**src/rtl/gray_seq_ctrl.sv**
```systemverilog
// Up/down position sequencer driving a 4-bit grayenc converter with dwell timing and a limit stop.
// Optional macro GRAY_SEQ_PARITY_EN adds a registered code_par output (XOR of code bits).

module grayenc (
   input  logic [3:0] bin,
   output logic [3:0] code
);
   logic [3:0] idx;

   // Position 0 maps to the last Gray code so that position 1 yields 0000.
   assign idx  = bin - 4'd1;
   assign code = idx ^ (idx >> 1);
endmodule

module gray_seq_ctrl #(
   parameter int DWELL = 1
) (
   input  logic       clk,
   input  logic       reset,
   input  logic       start,
   input  logic       stop,
   input  logic       step,
   input  logic       dir,
   input  logic [3:0] limit,
   input  logic       load,
   input  logic [3:0] load_val,
   output logic [3:0] bin,
   output logic [3:0] code,
   output logic       code_valid,
   output logic       wrap,
   output logic       busy,
   output logic       done
`ifdef GRAY_SEQ_PARITY_EN
   ,
   output logic       code_par
`endif
);
   localparam int DW_W = $clog2(DWELL + 1);
   localparam logic [DW_W-1:0] DWELL_LAST = DW_W'(DWELL - 1);

   typedef enum logic [1:0] {
      ST_IDLE,
      ST_RUN,
      ST_DONE
   } state_t;

   state_t          state_q, state_d;
   logic [3:0]      bin_q, bin_d;
   logic [3:0]      code_q, code_d;
   logic            code_valid_q, code_valid_d;
   logic            wrap_q, wrap_d;
   logic [DW_W-1:0] dwell_q, dwell_d;
   logic [3:0]      bin_adv;
   logic            wrap_adv;
   logic            advance;

   always_comb begin
      bin_adv  = dir ? bin_q + 4'd1 : bin_q - 4'd1;
      wrap_adv = dir ? (bin_q == 4'hF) : (bin_q == 4'h0);
   end

   // NOTE: every signal gets a default before the case so no path leaves it unassigned (no latches).
   always_comb begin
      state_d      = state_q;
      bin_d        = bin_q;
      code_valid_d = 1'b0;
      wrap_d       = 1'b0;
      dwell_d      = dwell_q;
      advance      = 1'b0;

      case (state_q)
         ST_IDLE: begin
            if (load) begin
               bin_d        = load_val;
               code_valid_d = 1'b1;
            end else if (stop) begin
               state_d = ST_IDLE;
            end else if (start) begin
               state_d = ST_RUN;
               dwell_d = '0;
            end else if (step) begin
               advance = 1'b1;
            end
         end

         ST_RUN: begin
            if (stop) begin
               state_d = ST_IDLE;
            end else if (dwell_q == DWELL_LAST) begin
               advance = 1'b1;
               dwell_d = '0;
               // Limit is only compared against the post-advance position.
               if (bin_adv == limit) state_d = ST_DONE;
            end else begin
               dwell_d = dwell_q + 1'b1;
            end
         end

         ST_DONE: begin
            if (load) begin
               bin_d        = load_val;
               code_valid_d = 1'b1;
               state_d      = ST_IDLE;
            end else if (stop) begin
               state_d = ST_IDLE;
            end else if (start) begin
               state_d = ST_RUN;
               dwell_d = '0;
            end
         end

         default: state_d = ST_IDLE;
      endcase

      if (advance) begin
         bin_d        = bin_adv;
         code_valid_d = 1'b1;
         wrap_d       = wrap_adv;
      end
   end

   grayenc u_grayenc (
      .bin  (bin_d),
      .code (code_d)
   );

   // NOTE: sequential state uses non-blocking assignments; reset is sampled on the clock edge.
   always_ff @(posedge clk) begin
      if (reset) begin
         state_q      <= ST_IDLE;
         bin_q        <= 4'b0000;
         code_q       <= 4'b1000;
         code_valid_q <= 1'b0;
         wrap_q       <= 1'b0;
         dwell_q      <= '0;
      end else begin
         state_q      <= state_d;
         bin_q        <= bin_d;
         code_q       <= code_d;
         code_valid_q <= code_valid_d;
         wrap_q       <= wrap_d;
         dwell_q      <= dwell_d;
      end
   end

`ifdef GRAY_SEQ_PARITY_EN
   logic code_par_q, code_par_d;

   assign code_par_d = ^code_d;

   always_ff @(posedge clk) begin
      if (reset) code_par_q <= 1'b1;
      else       code_par_q <= code_par_d;
   end

   assign code_par = code_par_q;
`endif

   assign bin        = bin_q;
   assign code       = code_q;
   assign code_valid = code_valid_q;
   assign wrap       = wrap_q;
   assign busy       = (state_q == ST_RUN);
   assign done       = (state_q == ST_DONE);
endmodule

```
**config.mk**
```make
export PLATFORM = sky130hd
export DESIGN_NAME = gray_seq_ctrl
export DESIGN_NICKNAME = d
export VERILOG_FILES = /design/src/rtl/gray_seq_ctrl.sv
export SDC_FILE = /design/constraint.sdc
export NUM_CORES = 1
export LEC_CHECK = 0
export BUFFER_PORTS_ARGS = -buffer_cell sky130_fd_sc_hd__buf_2
export CAP_MARGIN = 40
export CORE_MARGIN = 2
export CORE_UTILIZATION = 45
export DETAILED_ROUTE_END_ITERATION = 7
export PLACE_DENSITY = 0.77
export RECOVER_POWER = 25
export REMOVE_ABC_BUFFERS = 1
export SETUP_SLACK_MARGIN = 0.2
export SYNTH_ARGS = -nofsm -noshare
export SYNTH_HDL_FRONTEND = slang
export SYNTH_SLANG_ARGS = --single-unit
```
**constraint.sdc**
```tcl
create_clock -name clk -period 4 [get_ports clk]
set_clock_uncertainty 0.2 [all_clocks]
set_input_delay 0.8 -clock clk [delete_from_list [all_inputs] [get_ports clk]]
set_output_delay 0.8 -clock clk [all_outputs]
set_load 0.05 [all_outputs]
```
Word-level counts from Yosys, hierarchy flattened
Index checks and enable logic that the tools add are counted.
Widths: inputs -> output; s select.
{"block": "classes", "addsub": 4, "bitwise_logic": 2, "n_mux": 29, "eq_ne": 11, "n_reduce_logical": 7}
{"operator": "$mux 4", "n": 4}
{"operator": "$mux 1", "n": 15}
{"operator": "$mux 2", "n": 7}
{"operator": "$ne 2x2->1 const B", "n": 4}
{"operator": "$sub 4x1->4 const B", "n": 2}
{"operator": "$pmux 2 s3", "n": 1}
{"operator": "$reduce_and 5->1", "n": 1}
{"operator": "$add 4x1->4 const B", "n": 1}
{"operator": "$eq 4x4->1", "n": 1}
{"operator": "$eq 4x4->1 const B", "n": 1}
{"operator": "$logic_not 4->1", "n": 1}
{"operator": "$pmux 1 s2", "n": 2}
{"operator": "$reduce_or 2->1", "n": 2}
{"operator": "$xor 4x3->4", "n": 1}
{"operator": "$ne 3x2->1 const B", "n": 1}
{"operator": "$ne 3x3->1 const B", "n": 1}
{"operator": "$reduce_and 3->1", "n": 1}
{"operator": "$eq 2x1->1 const B", "n": 1}
{"operator": "$eq 2x2->1 const B", "n": 1}
{"operator": "$logic_not 2->1", "n": 1}
{"operator": "$ne 2x1->1 const B", "n": 1}
{"operator": "$reduce_bool 2->1", "n": 1}
{"operator": "$add 1x1->1 const B", "n": 1}
{"operator": "$not 1->1", "n": 1}
{"block": "word_totals", "output_inout_bits": 12, "in_bits": 15, "wordCells": 59, "reg_bits": 13}

Longest topological paths before layout
{"block": "logic_depth", "word_depth": 8, "mapped_depth": 8, "mapped_depth_nobuf": 8}

By module
Synthesis repeated with hierarchy kept, for this count alone.
{"block": "unflattened", "cells_unflattened": 87, "hier_area_um2": 797.0}
{"mod": "gray_seq_ctrl", "cells_each": 76, "instances": 1, "seq_area_each_um2": 240.2, "area_per_inst_um2": 706.9}
{"mod": "grayenc", "cells_each": 11, "instances": 1, "seq_area_each_um2": 0.0, "area_per_inst_um2": 90.1}

Least setup slack after synthesis
OpenSTA, ideal clock, no wires.
{"block": "synth_path", "path_kind": "in2reg", "from": "input dir", "to": "register code_q[2] (netlist: code[2])", "t_required_ps": 3679, "arrival_time_ps": 2365, "setup_time_ps": 121, "stages": 7, "n_path_buf": 0, "setup_slack_ps": 1313, "cell_sequence": "inv_1 -> fa_1 -> xnor2_1 -> mux2_4 -> a21boi_2 -> xnor2_1 -> mux2_4"}
{"block": "synth_via", "elab_chain_len": 4}
{"element": "start: declaration", "line": "23", "rtl": "input logic dir,"}
{"element": "$mux 4", "line": "58", "rtl": "bin_adv = dir ? bin_q + 4'd1 : bin_q - 4'd1;"}
{"element": "$mux 4", "line": "115", "rtl": "if (advance) begin"}
{"element": "$sub 4x1->4", "line": "11", "rtl": "assign idx = bin - 4'd1;"}
{"element": "$xor 4x3->4", "line": "12", "rtl": "assign code = idx ^ (idx >> 1);"}
{"element": "end signal: assignment", "line": "139", "rtl": "code_q <= code_d;"}
{"element": "end: declaration", "line": "49", "rtl": "logic [3:0] code_q, code_d;"}
Every way passes these cells.
A chain may end at the register's enable or synchronous reset.

Worst setup path after layout
{"block": "layout_path", "from": "input step", "to": "register code_q[2] (netlist: code[2])"}
{"block": "layout_via", "elab_chain_len": 8}
{"element": "start: declaration", "line": "22", "rtl": "input logic step,"}
{"element": "$mux 1", "line": "81", "rtl": "end else if (step) begin"}
{"element": "$mux 1", "line": "78", "rtl": "end else if (start) begin"}
{"element": "$mux 1", "line": "76", "rtl": "end else if (stop) begin"}
{"element": "$mux 1", "line": "73", "rtl": "if (load) begin"}
{"element": "$pmux 1 s2", "line": "71", "rtl": "case (state_q)"}
{"element": "$mux 4", "line": "115"}
{"element": "$sub 4x1->4", "line": "11"}
{"element": "$xor 4x3->4", "line": "12"}
Every way passes these cells.

==> reports/qor.yml <==
status: "finished, final reports clean"
cap_violations: 0
layout_common_cells: "23 x buf_2, 12 x nor2_1, 12 x dfxtp_1, 7 x a21oi_1, 6 x xnor2_1"
final_common_cell: "buf_2"
netlist_instances: 80
synth_seq_cells: 12
num_rows: 14
cts_resized: 0
met2_usage_pct: 30.9
yosysSeqAreaShare_pct: 31.6
r2r.worst_path.cells: 5
cp.arrival_ns: 3.15
viasPerCell: 5.47
die_w_um: 45.1
peakVddDrop_uv: 310
grtUsageMet3_pct: 7.60
wire_per_inst_um: 12.7
htree_levels: 1
slew_headroom_pct: 18.6
finalSetupViolCount: 0
grt_pass1_vias: 652
avgSynthCellArea_sq_um: 9.49
cts_setup_buffers: 0
met1_usage_pct: 17.2
cts_hold_buf: 0
finalPower_w: 0.000413
rsz0062_at_grt: "no"
cts_root_buf: "clkbuf_4"
top_usage_layer: "met2"
diodes: 0
drt_iter0_markers: 9
gr-usage-all-layers_pct: 17.6
grt_first_pass_wirelength_um: 2530
die_h_um: 45.1
end_kind: "flop"
grt_max_degree: 13
min_path_cells: 3
portBuffers: 26
critical_path.startpoint_type: "primary input"
wl_um: 1590
clockBufferDepth: 2
antenna_found_initial: 0
start_util_pct: 49.3
leakagePower_nw: 0.466
cts.sinks: 12
setup-tns-final_ns: 0
nNetsFinal: 129
drive_gt1_share_pct: 33.0
critPathMaxFanout: 8
clock_latency_ns: 0.28
fmax_mhz: 315
tightestPinTransition_ns: 1.21
worstSetupStartpoint: "step"
cts_tree: "yes"
crit_type: "primary input to flop"
gp_congestion: 0.821
num_vias: 684
final_core_util_pct: 60.3
numCtsBuffers: 3
min_from: "state_q[1]"
postRouteAntennaNets: 0
layout-area-overhead-vs-synth_pct: 22.4
finalHoldViolCount: 0
min_path_type: "flop to flop"
core_area_sq_mm: 0.00154
timing.rr.start: "state_q[0]"
synth_flop_cell: "dfxtp_1"
pwr_density_cell_mw_per_mm2: 444
dr.pass1.iters: 5
die-area_sq_mm: 0.00203
synth.distinct_cells: 33
ioPinCount: 27
netlist_area_sq_um: 759
synth-edff-count: 0
timing.final.crit_share_pct: 79.4
clk_pin_slew_ns: 0.08
dp.final_hpwl_um: 1240
period_needed_ns: 3.18
report.final.slew_viol_count: 0
drc: 0
overflow: 0
yosys_warnings: 0
worst_ep_required_time_ns: 3.97
synth_async_sr_flop_share_pct: 0
[final cells by class]
cell class,count,area [sq um]
Clock buffer,4,36.3
Timing Repair Buffer,26,126
Inverter,3,11.3
Multi-Input combinational cell,64,495
Tap cell,16,20.0
Fill cell,142,612
Sequential cell,12,240
[through the flow]
step	worst slack, ns	cell area [sq um]	instances	hold slack (ns)
6_report	0.823	930	125	0.455
5_1_grt	0.717	930	125	0.508
4_1_cts	1.29	942	125	0.458
3_5_place_dp	0.999	906	121	0.445
3_3_place_gp	1.07	906	121	0.430
2_1_floorplan	1.31	756	79	0.381
[power breakdown]
part	internal [W]	switching, W	total, W
sequential	0.000134	0.00000966	0.000144
clock	0.0000554	0.0000408	0.0000961
combinational	0.0000636	0.000109	0.000173
total	0.000253	0.000160	0.000413
[critical path, stage by stage]
cell and delay (ns):
buf_2 0.09, nor3b_1 0.14, o21ai_0 0.93, mux2i_2 0.43
ha_1 0.27, xnor2_1 0.17, mux2_4 0.32
[Yosys cell counts (2+ instances only)]
master,count,area [sq um]
nor2_1,12,45.0
inv_1,3,11.3
mux2i_1,2,20.0
nor3b_2,2,25.0
xor2_1,5,43.8
ha_1,3,37.5
a21o_1,2,15.0
dfxtp_1,12,240
nand3_1,3,15.0
mux2_4,2,30.0
a21oi_1,7,35.0
xnor2_1,6,52.6
[layer usage]
metal / part of all wire (%) / wire length [um]
met1: 40 / 640
met2: 51 / 813
met3: 5.5 / 88
met4: 2.8 / 44
met5: 0 / 0
[sequential cells by signal, indices dropped and copies added, names as in the netlist]
| signal | flops |
|---|---|
| bin | 4 |
| wrap | 1 |
| code | 4 |
| state_q | 2 |
| code_valid | 1 |
[logic make-up (layout without fill, tap and decap cells)]
family	after synthesis	after routing	share of synthesized area, %
simple gates	28	28	21.9
xor+xnor	11	11	12.7
compound gates	15	15	14.3
mux	6	6	9.88
fa+ha+maj	4	4	7.58
buf+inv	4	33	1.98
flops	12	12	31.6
[worst paths after layout]
kind | endpoint | slack [ns]
worst max-delay path | code[2] | 0.82
worst min register to register | state_q[0] | 0.46
worst min-delay path | state_q[0] | 0.46
worst max register to register | code[2] | 1.18
No activity file was read; power rests on OpenSTA's default activity.
